--- src/rtl/fpu_add_arbiter_pkg.sv ---
// Shared types for the FPU adder arbiter slice.
// Tag ids are sized for the largest supported requester count.
package fpu_arb_pkg;

  localparam int FP_W = 32;
  localparam int ID_MAX_W = 3;

  typedef enum logic [1:0] {
    OK  = 2'b00,
    NAN = 2'b01,
    INF = 2'b10,
    NUL = 2'b11
  } fp_state_e;

  typedef struct packed {
    logic                valid;
    logic [ID_MAX_W-1:0] id;
  } tag_t;

endpackage

--- src/rtl/fpu_add_arbiter_if.sv ---
// Requester, adder and response signals of the shared-adder arbiter.
// Optional counters appear when FPU_ARB_STAT_EN is defined.
interface fpu_add_arbiter_if #(
  parameter int N_REQ = 4,
  parameter int ID_W  = $clog2(N_REQ)
);
  import fpu_arb_pkg::*;

  logic [N_REQ-1:0]      req_vld;
  logic [N_REQ*FP_W-1:0] req_a;
  logic [N_REQ*FP_W-1:0] req_b;
  logic [N_REQ-1:0]      req_rdy;
  logic                  hold;

  logic                  add_vld;
  logic [FP_W-1:0]       add_a;
  logic [FP_W-1:0]       add_b;
  logic [FP_W-1:0]       add_res;
  fp_state_e             add_state;
  logic                  add_res_vld;

  logic                  rsp_vld;
  logic [ID_W-1:0]       rsp_id;
  logic [FP_W-1:0]       rsp_res;
  fp_state_e             rsp_state;
  logic                  busy;
  logic                  seq_err;
`ifdef FPU_ARB_STAT_EN
  logic [N_REQ*16-1:0]   grant_cnt;
  logic [15:0]           stall_cnt;
`endif

  modport slave (
    input  req_vld, req_a, req_b, hold,
    input  add_res, add_state, add_res_vld,
    output req_rdy, add_vld, add_a, add_b,
    output rsp_vld, rsp_id, rsp_res, rsp_state,
`ifdef FPU_ARB_STAT_EN
    output grant_cnt, stall_cnt,
`endif
    output busy, seq_err
  );

  modport master (
    output req_vld, req_a, req_b, hold,
    output add_res, add_state, add_res_vld,
    input  req_rdy, add_vld, add_a, add_b,
    input  rsp_vld, rsp_id, rsp_res, rsp_state,
`ifdef FPU_ARB_STAT_EN
    input  grant_cnt, stall_cnt,
`endif
    input  busy, seq_err
  );

endinterface

--- src/rtl/fpu_add_arbiter_rr_arbiter.sv ---
// Round-robin grant: first requester at or after ptr wins.
// Pure combinational; en gates every grant.
module rr_arbiter #(
  parameter int N  = 4,
  parameter int IW = $clog2(N)
) (
  input  logic [N-1:0]  req,
  input  logic [IW-1:0] ptr,
  input  logic          en,
  output logic [N-1:0]  gnt,
  output logic [IW-1:0] gnt_idx,
  output logic          any
);

  int j;

  always_comb begin
    gnt     = '0;
    gnt_idx = '0;
    any     = 1'b0;
    j       = 0;
    for (int i = 0; i < N; i++) begin
      j = int'(ptr) + i;
      if (j >= N) j = j - N;
      if (en && !any && req[j]) begin
        gnt[j]  = 1'b1;
        gnt_idx = IW'(j);
        any     = 1'b1;
      end
    end
  end

endmodule

--- src/rtl/fpu_add_arbiter.sv ---
// Shares one pipelined FP adder among N_REQ requesters, tagging results.
// Define FPU_ARB_STAT_EN for per-requester grant and stall counters.
module fpu_add_arbiter
  import fpu_arb_pkg::*;
#(
  parameter int N_REQ   = 4,
  parameter int ADD_LAT = 6,
  parameter int ID_W    = $clog2(N_REQ)
) (
  input logic clk,
  input logic rst,
  fpu_add_arbiter_if.slave bus
);

  logic [N_REQ-1:0] gnt;
  logic [ID_W-1:0]  gnt_idx;
  logic             hs;
  logic [ID_W-1:0]  rr_ptr;

  logic                add_vld_q;
  logic [FP_W-1:0]     add_a_q;
  logic [FP_W-1:0]     add_b_q;
  logic [ID_MAX_W-1:0] iss_id;

  tag_t tag_q [ADD_LAT];
  tag_t tag_last;

  logic            rsp_vld_q;
  logic [ID_W-1:0] rsp_id_q;
  logic [FP_W-1:0] rsp_res_q;
  fp_state_e       rsp_state_q;
  logic            seq_err_q;
  logic            bsy;

  rr_arbiter #(.N(N_REQ), .IW(ID_W)) u_rr (
    .req     (bus.req_vld),
    .ptr     (rr_ptr),
    .en      (!rst && !bus.hold),
    .gnt     (gnt),
    .gnt_idx (gnt_idx),
    .any     (hs)
  );

  assign bus.req_rdy = gnt;

  always_ff @(posedge clk) begin
    if (rst) begin
      rr_ptr <= '0;
    end else if (hs) begin
      if (gnt_idx == ID_W'(N_REQ - 1)) rr_ptr <= '0;
      else                             rr_ptr <= gnt_idx + ID_W'(1);
    end
  end

  always_ff @(posedge clk) begin
    if (rst) begin
      add_vld_q <= 1'b0;
      add_a_q   <= '0;
      add_b_q   <= '0;
      iss_id    <= '0;
    end else begin
      add_vld_q <= hs;
      if (hs) begin
        add_a_q <= bus.req_a[FP_W*int'(gnt_idx) +: FP_W];
        add_b_q <= bus.req_b[FP_W*int'(gnt_idx) +: FP_W];
        iss_id  <= ID_MAX_W'(gnt_idx);
      end
    end
  end

  assign bus.add_vld = add_vld_q;
  assign bus.add_a   = add_a_q;
  assign bus.add_b   = add_b_q;

  // Last stage lines up with add_res_vld of the same operation.
  always_ff @(posedge clk) begin
    if (rst) begin
      for (int k = 0; k < ADD_LAT; k++) tag_q[k] <= '0;
    end else begin
      tag_q[0] <= '{valid: add_vld_q, id: iss_id};
      for (int k = 1; k < ADD_LAT; k++) tag_q[k] <= tag_q[k-1];
    end
  end

  assign tag_last = tag_q[ADD_LAT-1];

  always_ff @(posedge clk) begin
    if (rst) begin
      rsp_vld_q   <= 1'b0;
      rsp_id_q    <= '0;
      rsp_res_q   <= '0;
      rsp_state_q <= OK;
      seq_err_q   <= 1'b0;
    end else begin
      rsp_vld_q <= tag_last.valid;
      if (tag_last.valid) begin
        rsp_id_q    <= tag_last.id[ID_W-1:0];
        rsp_res_q   <= bus.add_res;
        rsp_state_q <= bus.add_state;
      end
      if (bus.add_res_vld != tag_last.valid) seq_err_q <= 1'b1;
    end
  end

  assign bus.rsp_vld   = rsp_vld_q;
  assign bus.rsp_id    = rsp_id_q;
  assign bus.rsp_res   = rsp_res_q;
  assign bus.rsp_state = rsp_state_q;
  assign bus.seq_err   = seq_err_q;

  // Stays up through the response cycle so drain ends after it.
  always_comb begin
    bsy = add_vld_q | rsp_vld_q;
    for (int k = 0; k < ADD_LAT; k++) bsy = bsy | tag_q[k].valid;
  end

  assign bus.busy = bsy;

`ifdef FPU_ARB_STAT_EN
  logic [N_REQ*16-1:0] grant_cnt_q;
  logic [15:0]         stall_cnt_q;

  always_ff @(posedge clk) begin
    if (rst) begin
      grant_cnt_q <= '0;
      stall_cnt_q <= '0;
    end else begin
      for (int i = 0; i < N_REQ; i++) begin
        if (gnt[i] && grant_cnt_q[16*i +: 16] != 16'hFFFF)
          grant_cnt_q[16*i +: 16] <= grant_cnt_q[16*i +: 16] + 16'd1;
      end
      if (|bus.req_vld && !bus.hold && !hs && stall_cnt_q != 16'hFFFF)
        stall_cnt_q <= stall_cnt_q + 16'd1;
    end
  end

  assign bus.grant_cnt = grant_cnt_q;
  assign bus.stall_cnt = stall_cnt_q;
`endif

endmodule

--- src/flat_wrapper.sv ---
// flat-port wrapper written by rule: the top's interface ports become plain ports
module fpu_add_arbiter_flat import fpu_arb_pkg::*;
#(
  parameter int N_REQ   = 4,
  parameter int ADD_LAT = 6,
  parameter int ID_W    = $clog2(N_REQ)
)
  (clk, rst, bus_req_vld, bus_req_a, bus_req_b, bus_hold, bus_add_res, bus_add_state, bus_add_res_vld, bus_req_rdy, bus_add_vld, bus_add_a, bus_add_b, bus_rsp_vld, bus_rsp_id, bus_rsp_res, bus_rsp_state, bus_busy, bus_seq_err);
  fpu_add_arbiter_if #(.N_REQ(N_REQ), .ID_W(ID_W)) bus_i ();
  input logic clk;
  input logic rst;
  input wire logic [$bits(bus_i.req_vld)-1:0] bus_req_vld;
  input wire logic [$bits(bus_i.req_a)-1:0] bus_req_a;
  input wire logic [$bits(bus_i.req_b)-1:0] bus_req_b;
  input wire logic [$bits(bus_i.hold)-1:0] bus_hold;
  input wire logic [$bits(bus_i.add_res)-1:0] bus_add_res;
  input wire logic [$bits(bus_i.add_state)-1:0] bus_add_state;
  input wire logic [$bits(bus_i.add_res_vld)-1:0] bus_add_res_vld;
  output wire logic [$bits(bus_i.req_rdy)-1:0] bus_req_rdy;
  output wire logic [$bits(bus_i.add_vld)-1:0] bus_add_vld;
  output wire logic [$bits(bus_i.add_a)-1:0] bus_add_a;
  output wire logic [$bits(bus_i.add_b)-1:0] bus_add_b;
  output wire logic [$bits(bus_i.rsp_vld)-1:0] bus_rsp_vld;
  output wire logic [$bits(bus_i.rsp_id)-1:0] bus_rsp_id;
  output wire logic [$bits(bus_i.rsp_res)-1:0] bus_rsp_res;
  output wire logic [$bits(bus_i.rsp_state)-1:0] bus_rsp_state;
  output wire logic [$bits(bus_i.busy)-1:0] bus_busy;
  output wire logic [$bits(bus_i.seq_err)-1:0] bus_seq_err;
  assign bus_i.req_vld = bus_req_vld;
  assign bus_i.req_a = bus_req_a;
  assign bus_i.req_b = bus_req_b;
  assign bus_i.hold = bus_hold;
  assign bus_i.add_res = bus_add_res;
  assign bus_i.add_state = bus_add_state;
  assign bus_i.add_res_vld = bus_add_res_vld;
  assign bus_req_rdy = bus_i.req_rdy;
  assign bus_add_vld = bus_i.add_vld;
  assign bus_add_a = bus_i.add_a;
  assign bus_add_b = bus_i.add_b;
  assign bus_rsp_vld = bus_i.rsp_vld;
  assign bus_rsp_id = bus_i.rsp_id;
  assign bus_rsp_res = bus_i.rsp_res;
  assign bus_rsp_state = bus_i.rsp_state;
  assign bus_busy = bus_i.busy;
  assign bus_seq_err = bus_i.seq_err;
  fpu_add_arbiter #(.N_REQ(N_REQ), .ADD_LAT(ADD_LAT), .ID_W(ID_W)) u_core (.clk(clk), .rst(rst), .bus(bus_i));
endmodule
--- config.mk ---
export PLATFORM = sky130hd
export DESIGN_NAME = fpu_add_arbiter_flat
export DESIGN_NICKNAME = d
export VERILOG_FILES = /design/src/rtl/fpu_add_arbiter_pkg.sv /design/src/rtl/fpu_add_arbiter_if.sv /design/src/rtl/fpu_add_arbiter_rr_arbiter.sv /design/src/rtl/fpu_add_arbiter.sv /design/src/flat_wrapper.sv
export SDC_FILE = /design/constraint.sdc
export NUM_CORES = 1
export LEC_CHECK = 0
export CAP_MARGIN = 20
export CORE_AREA = 2 2 159 161
export CTS_CLUSTER_DIAMETER = 50
export DETAILED_ROUTE_END_ITERATION = 12
export DIE_AREA = 0 0 161 163
export GPL_TIMING_DRIVEN = 0
export SKIP_CTS_REPAIR_TIMING = 1
export SLEW_MARGIN = 20
export SYNTH_ARGS = -nofsm -noshare
export SYNTH_HDL_FRONTEND = slang
export SYNTH_SLANG_ARGS = --single-unit
export TNS_END_PERCENT = 10
--- constraint.sdc ---
create_clock -name clk -period 4.5 [get_ports clk]
set_input_delay 0.45 -clock clk [delete_from_list [all_inputs] [get_ports clk]]
set_output_delay 0.45 -clock clk [all_outputs]
set_load 0.02 [all_outputs]
# Word-level counts from Yosys, hierarchy flattened
# Memories as Yosys holds them, arrays and structs flattened.
# Index checks and enable logic that the tools add are counted.
# totals
regBits,107
ramBits,24
out_inout_bits,108
word_cells,114
n_memories,1
# memory_table
name,depth,word_bits,read_ports,rd_ports_with_merged_regs,write_ports,line,source
u_core.tag_q,6,4,6,0,6,fpu_add_arbiter.sv:25,tag_t tag_q [ADD_LAT];
# classes
addsub,8
magnitude_cmp,12
n_eq_ne,2
n_shift,2
n_mux,46
bitwise_logic,16
reduce_logical,17
# ops
op,n
variable part select 128 x 8 -> 32 bit,2
>= comparator 32 x 1 -> 1 bit (second input constant),4
less-than comparator 32 x 4 -> 1 bit (second input constant),4
two-way mux 32 bit,4
two-way mux 4 bit,10
two-way mux 1 bit,19
bitwise OR 1 bit,13
logical AND 1 bit,12
bitwise OR 4 bit,3
subtractor 3 x 3 -> 4 bit (second input constant),3
two-way mux 2 bit,5
>= comparator 3 bit (second input constant),3
binary-select mux 1 bit (select 2 bit),4
demux 1 bit (select 2 bit),4
adder 2 x 2 -> 3 bit (second input constant),2
zero test 1 bit,5
subtractor 2 x 3 -> 4 bit (second input constant),1
adder 2 x 1 -> 3 bit (second input constant),1
>= comparator 2 x 3 -> 1 bit (second input constant),1
adder 2 x 1 -> 2 bit (second input constant),1
== test 2 bit (second input constant),1
inequality test 1 bit,1

# Depth between registers and ports, before layout
# Gate-level depths: netlist of run 1.
# depth
ltp_word,21
mapped_depth,12

# By module
# Synthesis of run 1 repeated with hierarchy kept, for this count alone.
# hier_totals
cells_unflattened,609
hier_area_um2,6857.8
# by_module_without_submodules
mod,instances,cells_each,area_each_um2,seq_area_each_um2
fpu_add_arbiter,1,548,6347.3,2502.4
rr_arbiter,1,61,510.5,0.0

# Worst setup path after synthesis of run 1
# Ideal clock, no wire load.
# synth_timing
kind,reg2reg
startpoint,register u_core.rr_ptr[0]
endpoint,"register u_core.add_a_q[0], in the netlist u_core.bus.add_a[0]"
setup_ps,129
arrival_time_ps,2717
required_ps,4371
path_slack_ps,1654
stages_incl_launch_ff,13
n_path_buf,5
period_less_slack_ps,2846
path_cell_list,dfxtp_1 -> buf_2 -> inv_1 -> ha_1 -> buf_6 -> mux2_4 -> a211o_1 -> a311oi_2 -> buf_4 -> buf_6 -> buf_6 -> mux2i_1 -> o221ai_2
# synth_between
elab_chain_len,20
elab_cells_between_ends,46
cone_classes,7 x add/sub; 4 x order compare; 1 x shift; 24 x mux; 10 x reduce/logical
# synth_lines
element,line,source
from (decl),fpu_add_arbiter.sv:18,logic [ID_W-1:0] rr_ptr;
from (signal assigned),fpu_add_arbiter.sv:51,else rr_ptr <= gnt_idx + ID_W'(1);
subtractor 2 x 3 -> 4 bit / >= comparator 2 x 3 -> 1 bit (equally long branches),fpu_add_arbiter_rr_arbiter.sv:24,if (j >= N) j = j - N;
two-way mux 32 bit,fpu_add_arbiter_rr_arbiter.sv:24,
binary-select mux 1 bit (select 2 bit),fpu_add_arbiter_rr_arbiter.sv:25,if (en && !any && req[j]) begin
two-way mux 1 bit (implied by the code) (2 in series),fpu_add_arbiter_rr_arbiter.sv:25,
logical AND 1 bit,fpu_add_arbiter_rr_arbiter.sv:25,
two-way mux 1 bit,fpu_add_arbiter_rr_arbiter.sv:25,
zero test 1 bit,fpu_add_arbiter_rr_arbiter.sv:25,
logical AND 1 bit (2 in series),fpu_add_arbiter_rr_arbiter.sv:25,
two-way mux 1 bit,fpu_add_arbiter_rr_arbiter.sv:25,
zero test 1 bit,fpu_add_arbiter_rr_arbiter.sv:25,
logical AND 1 bit (2 in series),fpu_add_arbiter_rr_arbiter.sv:25,
two-way mux 1 bit,fpu_add_arbiter_rr_arbiter.sv:25,
zero test 1 bit,fpu_add_arbiter_rr_arbiter.sv:25,
logical AND 1 bit (2 in series),fpu_add_arbiter_rr_arbiter.sv:25,
two-way mux 2 bit,fpu_add_arbiter_rr_arbiter.sv:25,
variable part select 128 x 8 -> 32 bit,fpu_add_arbiter.sv:64,add_a_q <= bus.req_a[FP_W*int'(gnt_idx) +: FP_W];
to (signal assigned),fpu_add_arbiter.sv:64,
to (decl),fpu_add_arbiter.sv:21,logic [FP_W-1:0] add_a_q;
# Parallel ways exist; a longest one is shown, timed or not. The select of a mux whose other input is x is not followed.
# A chain may end at the register's enable or synchronous reset.

# Worst setup path after layout of run 1
# layout_timing
startpoint,register u_core.rr_ptr[0]
endpoint,output bus_req_rdy[3]
# layout_between
elab_chain_len,19
elab_cells_between_ends,67
cone_classes,7 x add/sub; 12 x order compare; 31 x mux; 3 x bitwise; 14 x reduce/logical
# layout_lines
element,line,source
"parallel branches: the longest is 18 deep, another holds >= comparator 32 x 1 -> 1 bit",n/a,
two-way mux 4 bit *,fpu_add_arbiter_rr_arbiter.sv:25,
to (decl),flat_wrapper.sv:19,output wire logic [$bits(bus_i.req_rdy)-1:0] bus_req_rdy;
# Mark *: on every way between the ends. The select of a mux whose other input is x is not followed.

==> results of run 1 <==
[metrics by stage]
step / power [mW] / setup WS (ns) / instance area (µm²) / cells / hold WS (ns)
2_1_floorplan: 1.844 / 1.654 / 6591 / 604 / 0.4138
3_3_place_gp: 2.454 / 0.9551 / 11040 / 1337 / 0.4171
3_5_place_dp: 2.454 / 0.9641 / 11040 / 1337 / 0.4234
4_1_cts: 3.971 / 0.5334 / 11670 / 1368 / 0.4325
5_1_grt: 4.103 / 0.3023 / 11670 / 1368 / 0.4500
6_report: 3.908 / 0.5268 / 11670 / 1368 / 0.4303
[path summary, 6_finish.rpt]
check                            startpoint                                end  slack [ns]  cells after the start
max           u_core.rr_ptr[0]$_SDFFE_PP0P_                     bus_req_rdy[3]        0.53                      9
min          u_core.tag_q[0][16]$_SDFF_PP0_     u_core.tag_q[0][20]$_SDFF_PP0_        0.43                      1
max reg2reg   u_core.rr_ptr[0]$_SDFFE_PP0P_  u_core.bus.add_b[27]$_SDFFE_PP0P_        1.03                     12
min reg2reg  u_core.tag_q[0][16]$_SDFF_PP0_     u_core.tag_q[0][20]$_SDFF_PP0_        0.43                      1
[placed cells by master (no fill, tap or decap), drive strengths merged, types with 5 or more instances in the layout]
master / count
buf: 37
clkbuf: 34
clkdlybuf4s50: 403
dfxtp: 125
ha: 8
inv: 6
mux2: 6
mux2i: 165
nand2: 68
nor2: 42
nor2b: 20
o21ai: 5
o221ai: 64
[state kept, by name (all words and copies together), names as in the netlist, 2 cells and up]
name	count
u_core.bus.rsp_state	2
u_core.bus.add_a	32
u_core.tag_q	18
u_core.bus.add_b	32
u_core.bus.rsp_res	32
u_core.rr_ptr	2
u_core.iss_id	2
u_core.bus.rsp_id	2
[Yosys cell counts, drive strengths merged (4+ instances only)]
library cell / count
mux2: 6
nor2b: 20
nor2: 42
o221ai: 64
mux2i: 165
buf: 37
clkbuf: 15
a221o: 4
a22o: 4
nand2: 68
nand2b: 4
ha: 8
dfxtp: 125
nor4: 4
o21ai: 5
[kinds of logic after synthesis]
logic type | Yosys count | synth area share [%]
muxes | 172 | 26.54
and+or+nand+nor | 152 | 10.74
DFF | 125 | 37.97
AOI/OAI and AO/OA | 91 | 17.58
buffers and inverters | 55 | 5.524
adders and majority gates | 8 | 1.519
xor gates and xnor gates | 1 | 0.1329
[metal layers]
layer  vias up  share of wire, %
met5         -                 0
met4         0               1.6
met3        22               8.4
met2       268                49
met1      2824                41
li1       3083                 -
[report_power, final]
part	total, mW	internal, mW	switching (mW)
registers	1.27	1.21	0.0602
logic	1.15	0.620	0.527
clock network	1.49	0.947	0.540
total	3.91	2.78	1.13
[cell type report]
| class | instances | area [µm²] | share of cell area, % |
|---|---|---|---|
| inverters | 3 | 11.26 | 0.09653 |
| flip-flops and latches | 125 | 2502 | 21.45 |
| clock buffers | 19 | 442.9 | 3.797 |
| repair buffers | 403 | 4034 | 34.58 |
| multi-input cells | 424 | 3725 | 31.93 |
| clock inverters | 12 | 185.2 | 1.587 |
| well taps | 330 | 412.9 | 3.539 |
| plain buffers | 52 | 352.8 | 3.024 |
==> metrics.yaml, run 1 <==
cts.sinks: 125
drtPass1Iterations: 5
cts_tree: "yes"
clock_path_buffers: 2
worstPathRequired_ns: 4.05
numCtsBuffers: 17
synth_cell_types: 51
cp_cell_sequence: "buf_2 > inv_1 > ha_1 > buf_6 > mux2_1 > a22oi_1 > nor2_1 > a221o_1 > clkdlybuf4s50_1"
netlist_area_um2: 6591
clock_latency_ns: 0.41
synth_warnings: 0
ys_top_cells_by_area: "dfxtp_1, mux2i_1, o221ai_2"
grt_pass1_vias: 6476
hold_class: "reg2reg"
fin_util_pct: 47.28
maxSlewHeadroom_pct: 51.68
cts_root_buf: "clkbuf_16"
rsz0062_at_grt: "no"
die-area_um2: 26240
slew_violations: 0
run_status: "finished clean"
finalHoldViolations: 0
start_kind: "register"
die_h_um: 163
ios: 406
drv_cap: 0
drc: 0
critPathBufInv: 4
min_period_ns: 3.973
finalSetupViolations: 0
synth_top_cell_by_area: "dfxtp_1"
drtIter0Drc: 268
dieWidth_um: 161
start_util_pct: 26.71
rows: 58
io_buffers: 403
hpwlAfterDp_mm: 21.05
wl_mm: 26.42
path_clk_slew_ns: 0.06
cp-end-kind: "primary output"
grt.met2_usage_pct: 34.10
critPathTopFamily: "buffers and inverters"
synth_edf_count: 0
cp_max_fo: 10
fin_crit_sh_pct: 88.29
vias: 6197
grt_usage_pct: 19.67
synth_top_area_share_pct: 37.97
antenna_cells: 0
coreArea_um2: 24670
fill_cells: 2341
avgSynthCellArea_um2: 10.91
yosys_register_bits: 125
tns_ns: 0
grt_max_degree: 17
cp_slowest_cell: "clkdlybuf4s50_1"
htreeDepth: 4
yosysSeqAreaShare_pct: 37.97
antenna_left: 0
grt_pass1_wl_mm: 38.75
peakVddDrop_v: 0.0001712
cpPeakStageDelay_ns: 0.58
routed_via_density: 4.530
place_congestion: 0.7828
ys.flop_type: "dfxtp_1"
skew_ns: 0.008540
synth_fp_nets: 910
synth_cells: 604
busiest_layer: "met2"
met1_usage_pct: 23.38
cp.arrival_ns: 3.52
critPathKind: "reg2out"
async_reset_ff_share_pct: 0
area_growth_syn_to_layout_pct: 76.99
gr-total-overflow: 0
p_leak_nw: 4.043
gr-usage-met3_pct: 6.468
final_net_count: 1332
antenna_found_initial: 0
avgRoutedWirePerCell_um: 19.31
max_freq_ghz: 0.2517
drive_gt1_share_pct: 13.29
power.density_nw_per_um2: 335.0
tightestPinTransition_ns: 0.7247
Power figures use the tool's default switching activity.
==> run 2: changes to the inputs <==
--- a/config.mk
+++ b/config.mk
@@ -6,11 +6,11 @@
 export NUM_CORES = 1
 export LEC_CHECK = 0
 export CAP_MARGIN = 20
-export CORE_AREA = 2 2 159 161
+export CORE_AREA = 2 2 158 160
 export CTS_CLUSTER_DIAMETER = 50
 export DETAILED_ROUTE_END_ITERATION = 12
-export DIE_AREA = 0 0 161 163
-export GPL_TIMING_DRIVEN = 0
+export DIE_AREA = 0 0 160 162
+export PLACE_DENSITY = 0.6
 export SKIP_CTS_REPAIR_TIMING = 1
 export SLEW_MARGIN = 20
 export SYNTH_ARGS = -nofsm -noshare
==> run 2 against run 1 <==
- sequential power hardly changed
- non-clock buffer count down 40
- largest cell class unchanged
- worst setup slack got worse by 0.070 ns
- count of clock-buffer cells in the layout unchanged
- largest power group unchanged
==> metrics.yaml, run 2 (synthesis gave the netlist of run 1 again) <==
run_status: "finished clean"
peakVddDrop_v: 0.0001520
min_to: "u_core.rr_ptr[1]$_SDFFE_PP0P_"
drtPass1Iterations: 4
numCtsBuffers: 17
vias: 6110
start_kind: "register"
p_leak_nw: 3.895
fin_crit_sh_pct: 89.84
area_growth_syn_to_layout_pct: 73.22
max_freq_ghz: 0.2473
antenna_cells: 0
rsz0062_at_grt: "no"
wl_mm: 24.65
clock_latency_ns: 0.41
hold_depth: 2
p_switching_mw: 1.107
mostFrequentLayoutCell: "clkdlybuf4s50_1"
hp-start: "rst"
gr-total-overflow: 0
place_ws_ns: 0.8660
finalHoldViolations: 0
drtIter0Drc: 265
power.density_nw_per_um2: 328.7
grt_pass1_vias: 6243
ios: 406
fin_ws_ns: 0.4570
fill_cells: 2352
r2r_slack_ns: 0.82
maxSlewHeadroom_pct: 56.84
finalSetupViolations: 0
routed_via_density: 4.618
grt_pass1_wl_mm: 36.42
critPathKind: "reg2out"
grt_max_degree: 79
path_clk_slew_ns: 0.06
slew_violations: 0
cts_tree: "yes"
cp_slowest_cell: "dfxtp_1"
clock_path_buffers: 2
critPathTopFamily: "buffers and inverters"
p_clk_share_pct: 36.9
worstPathRequired_ns: 4.05
min_period_ns: 4.043
cp_max_fo: 14
r2r-end: "u_core.bus.add_b[26]$_SDFFE_PP0P_"
die_h_um: 162
hold_class: "in2reg"
place_congestion: 0.8042
cp_cell_sequence: "inv_1 > ha_1 > mux2_1 > a22oi_1 > nor2_1 > a221o_1 > clkdlybuf4s50_1"
tns_ns: 0
skew_ns: 0.009066
critPathBufInv: 2
cp-end-kind: "primary output"
seq_area_um2: 2504
p_int_mw: 2.646
cts.sinks: 125
drv_cap: 0
htreeDepth: 4
start_util_pct: 27.34
comb_power_share_pct: 29.0
cpPeakStageDelay_ns: 0.64
coreArea_um2: 24110
cp.arrival_ns: 3.59
multi_input_area_um2: 3752
rows: 57
drc: 0
r2r-start: "u_core.rr_ptr[0]$_SDFFE_PP0P_"
die-area_um2: 25920
antenna_found_initial: 1
seqPwrFrac_pct: 34.1
mostFrequentLayoutCells: "clkdlybuf4s50_1, mux2i_1, dfxtp_1"
final_net_count: 1292
tightestPinTransition_ns: 0.6474
avgRoutedWirePerCell_um: 18.63
swShare_pct: 29.50
rr_worst_depth: 8
dieWidth_um: 160
hpwlAfterDp_mm: 18.79
cts_root_buf: "clkbuf_16"
antenna_left: 0
grt_usage_pct: 18.40
drive_gt1_share_pct: 11.81
io_buffers: 405
[run 2: cell count changes in the layout (fill, tap and decap cells not counted), sizes merged]
cell           delta
bufinv            -2
buf              -26
clkdlybuf4s50     +1
clkinvlp          +3
clkbuf           -15
[run 2: power by group through the flow]
| stage | Sequential (mW) | Clock, mW | Combinational, mW |
|---|---|---|---|
| floorplan | 1.41 | 0 | 0.436 |
| global placement | 1.30 | 0 | 1.10 |
| detailed placement | 1.30 | 0 | 1.10 |
| CTS | 1.28 | 1.43 | 1.10 |
| global route | 1.29 | 1.48 | 1.16 |
| finish | 1.28 | 1.39 | 1.09 |
[run 2: how the worst max path moves through the flow]
| stage | from | cells past startpoint | to |
|---|---|---|---|
| after floorplan | u_core.rr_ptr[0]$_SDFFE_PP0P_ | 12 | u_core.bus.add_a[0]$_SDFFE_PP0P_ |
| after global placement | u_core.rr_ptr[0]$_SDFFE_PP0P_ | 8 | u_core.bus.add_a[17]$_SDFFE_PP0P_ |
| after detailed placement | u_core.rr_ptr[0]$_SDFFE_PP0P_ | 8 | u_core.bus.add_a[17]$_SDFFE_PP0P_ |
| after CTS | u_core.rr_ptr[0]$_SDFFE_PP0P_ | 7 | bus_req_rdy[1] |
| after global routing | u_core.rr_ptr[0]$_SDFFE_PP0P_ | 7 | bus_req_rdy[2] |
| final | u_core.rr_ptr[0]$_SDFFE_PP0P_ | 7 | bus_req_rdy[1] |
[run 2: stage by stage]
step           power [mW]  instances  hold WS [ns]  cell area, µm²  utilization [%]
3_3_place_gp        2.400       1291        0.4160           10830            44.94
4_1_cts             3.810       1323        0.3082           11420            47.36
5_1_grt             3.935       1323        0.3229           11420            47.36
3_5_place_dp        2.400       1291        0.4237           10830            44.94
2_1_floorplan       1.844        604        0.4138            6591                -
6_report            3.753       1323        0.3312           11420            47.36
[run 2: cell type report]
class | count | share of cell area [%]
Timing Repair Buffer | 415 | 36.45
Multi-Input combinational cell | 424 | 32.87
Sequential cell | 125 | 21.93
Clock buffer | 19 | 3.879
Tap cell | 324 | 3.551
Clock inverter | 13 | 1.227
Inverter | 3 | 0.09863
[run 2: metal layers]
| metal | track usage (%) | share of wire (%) | vias to the layer above |
|---|---|---|---|
| met5 | 0 | 0.053 | - |
| met4 | 5.324 | 1.3 | 2 |
| li1 | - | - | 3001 |
| met3 | 7.814 | 9.8 | 25 |
| met2 | 32.96 | 50 | 260 |
| met1 | 19.82 | 38 | 2822 |
==> variant: new RTL, settings of run 1 <==
`N_REQ` is set to 4 in 3 places; all go to 2.
--- a/src/rtl/fpu_add_arbiter_if.sv
+++ b/src/rtl/fpu_add_arbiter_if.sv
@@ -2,5 +2,5 @@
 // Optional counters appear when FPU_ARB_STAT_EN is defined.
 interface fpu_add_arbiter_if #(
-  parameter int N_REQ = 4,
+  parameter int N_REQ = 2,
   parameter int ID_W  = $clog2(N_REQ)
 );
--- a/src/rtl/fpu_add_arbiter.sv
+++ b/src/rtl/fpu_add_arbiter.sv
@@ -4,5 +4,5 @@
   import fpu_arb_pkg::*;
 #(
-  parameter int N_REQ   = 4,
+  parameter int N_REQ   = 2,
   parameter int ADD_LAT = 6,
   parameter int ID_W    = $clog2(N_REQ)
--- a/src/flat_wrapper.sv
+++ b/src/flat_wrapper.sv
@@ -2,5 +2,5 @@
 module fpu_add_arbiter_flat import fpu_arb_pkg::*;
 #(
-  parameter int N_REQ   = 4,
+  parameter int N_REQ   = 2,
   parameter int ADD_LAT = 6,
   parameter int ID_W    = $clog2(N_REQ)
Interface: changed (5 resized); port bits go from 406 to 273. No check against the original RTL was run, so the function may have changed too.
==> variant against run 1 <==
Sequential cell count fell by 9; power fell by 25%; worst setup slack improved by 0.89 ns; global-route usage fell by 3.9 points; die area did not move; routed wire length fell by 20%; clock power fell by 7%; synthesized area fell by 26%; final area fell by 26%; critical path type is now input port to output pin.
==> variant: results (changes against run 1) <==
reg2reg start=u_core.rr_ptr$_SDFFE_PP0P_; main flop type after synthesis=dfxtp_1; fraction of layout cells with a size suffix above 1=8.25% (-5.0 points); CTS clock-pin slew for the worst setup and hold paths=0.06 ns (about the same); vias in the first global route=5466 (-16%); Setup Skew=0.00741 ns (-0.00113 ns); post-DP HPWL=15.6 mm (-26%); total CTS buffers=17 (unchanged); Total GRT Usage=15.8% (-3.9 points); Port-buffer cells=270 (-33%); final layout net count=1003 (-25%); status=completed; Post-Synth XOR/XNOR Area=0.179% (+0.046 points); syn nets=714 (-22%); largest net degree at the start of global routing=17 (unchanged); Initial DRT Pass Iterations=5 (unchanged); WP data arrival=2.63 ns (-0.89 ns); DR WL/cell=17.9 microns (-7.3%); synth top area cells=dfxtp_1 (48%), mux2i_1 (7.2%), a31oi_1 (6.7%); Place WS=1.36 ns (+0.392 ns); worst reg2reg endpoint=u_core.bus.add_b[12]$_SDFFE_PP0P_; mux share of post-synthesis cell area=7.17% (-19 points); critical path fanouts, max=10 (unchanged); root buf cell=clkbuf_16; Hold Path Cell Cnt=2 (+1); Cell variety after synth=28 (-45%); synth cell count leaders=dfxtp_1 (116), o21ai_0 (54), a31oi_1 (52), nand3_1 (52), nand4_1 (52); adder-cell share of the synthesized area=0% (-1.5 points); Synth Area in Compound Gates=16.2% (-1.4 points); via count=5499 (-11%); static leakage=2.81 nW (-30%); CTS Buffer Depth=2 (unchanged); Hold Path Origin=rst; Synth warnings=0 (unchanged); Clk Latency, worst-skew pair=0.41 ns (about the same); sequential area share after synthesis=47.5% (+9.6 points); worst min path class=input port to flip-flop; Min-Delay Endpoint=u_core.tag_q[0][0]$_SDFF_PP0_; internal reg-to-reg setup slack=2.69 ns (+1.66 ns); initial antenna violation count=0 (unchanged); routability congestion estimate=0.796 (+1.7%); antenna-violating nets left=0 (unchanged); Diodes inserted=0 (unchanged); Post-DP Area=8000 sq um (-27%); ys async rst share=0% (unchanged); Fillers=2598 (+11%); R2R depth=6 (-6); initial DRC count=347 (+29%); peak supply drop=171 uV (-0.24%); first-pass GRT wire length=31.8 mm (-18%); Slew @ Worst Pin=0.739 ns (+0.0145 ns); CTS H-tree lvls=4 (unchanged)
variant: cell types whose count changed in the layout (fill, tap and decap cells not counted), sizes merged, moves of 51 or more:
| cell | delta |
|---|---|
| o221ai | -64 |
| mux2i | -130 |
| nand3 | +51 |
| a31oi | +52 |
| clkdlybuf4s50 | -133 |
| nand2 | -65 |
| nand4 | +52 |
variant: worst max path at each step:
stage	from	end	slack (ns)	depth (start not counted)
after floorplan	bus_req_vld[1]	bus_req_rdy[1]	2.52	5
after global placement	bus_hold	bus_req_rdy[0]	1.34	6
after detailed placement	bus_req_vld[1]	bus_req_rdy[1]	1.36	6
after CTS	bus_hold	bus_req_rdy[0]	1.32	6
after global routing	bus_req_vld[1]	bus_req_rdy[1]	1.28	6
final	bus_hold	bus_req_rdy[0]	1.42	6
variant: power breakdown:
part	internal, mW	switching, mW	total [mW]
clock	0.830	0.560	1.39
combinational	0.231	0.215	0.447
sequential	1.06	0.0177	1.08
total	2.12	0.793	2.91
variant: layer usage:
metal | wire length [microns] | GRT usage (%)
met5 | 0 | 0
met4 | 267 | 4.83
met3 | 2030 | 5.70
met2 | 9640 | 25.2
met1 | 9140 | 19.9
variant: area by class of cell:
type	count	area, sq um	area share, %
tap	330	413	4.80
sequential	116	2320	27.0
clock buffer	17	425	4.95
clock inverter	15	171	1.99
inverter	1	3.75	0.0436
buffer	69	327	3.80
timing repair buffer	270	2700	31.4
multi-input combinational	360	2230	26.0
variant: cells by family after synthesis:
group / Yosys count
AO/OA/AOI/OAI: 133
XOR/XNOR: 1
buffers and inverters: 70
flip-flops: 116
multiplexers: 35
AND/OR/NAND/NOR: 191
variant: critical path, stage by stage:
cell	delay (ns)
clkdlybuf4s50_1	0.46
a211oi_4	0.52
buf_2	0.37
nand2_1	0.11
inv_1	0.07
clkdlybuf4s50_1	0.64
variant: per-stage QoR:
step / std cells / utilization, % / hold slack (ns)
floorplan: 546 / - / 0.414
global placement: 1146 / 32.4 / 0.418
detailed placement: 1146 / 32.4 / 0.429
CTS: 1178 / 34.9 / 0.246
global route: 1178 / 34.9 / 0.261
finish: 1178 / 34.9 / 0.263
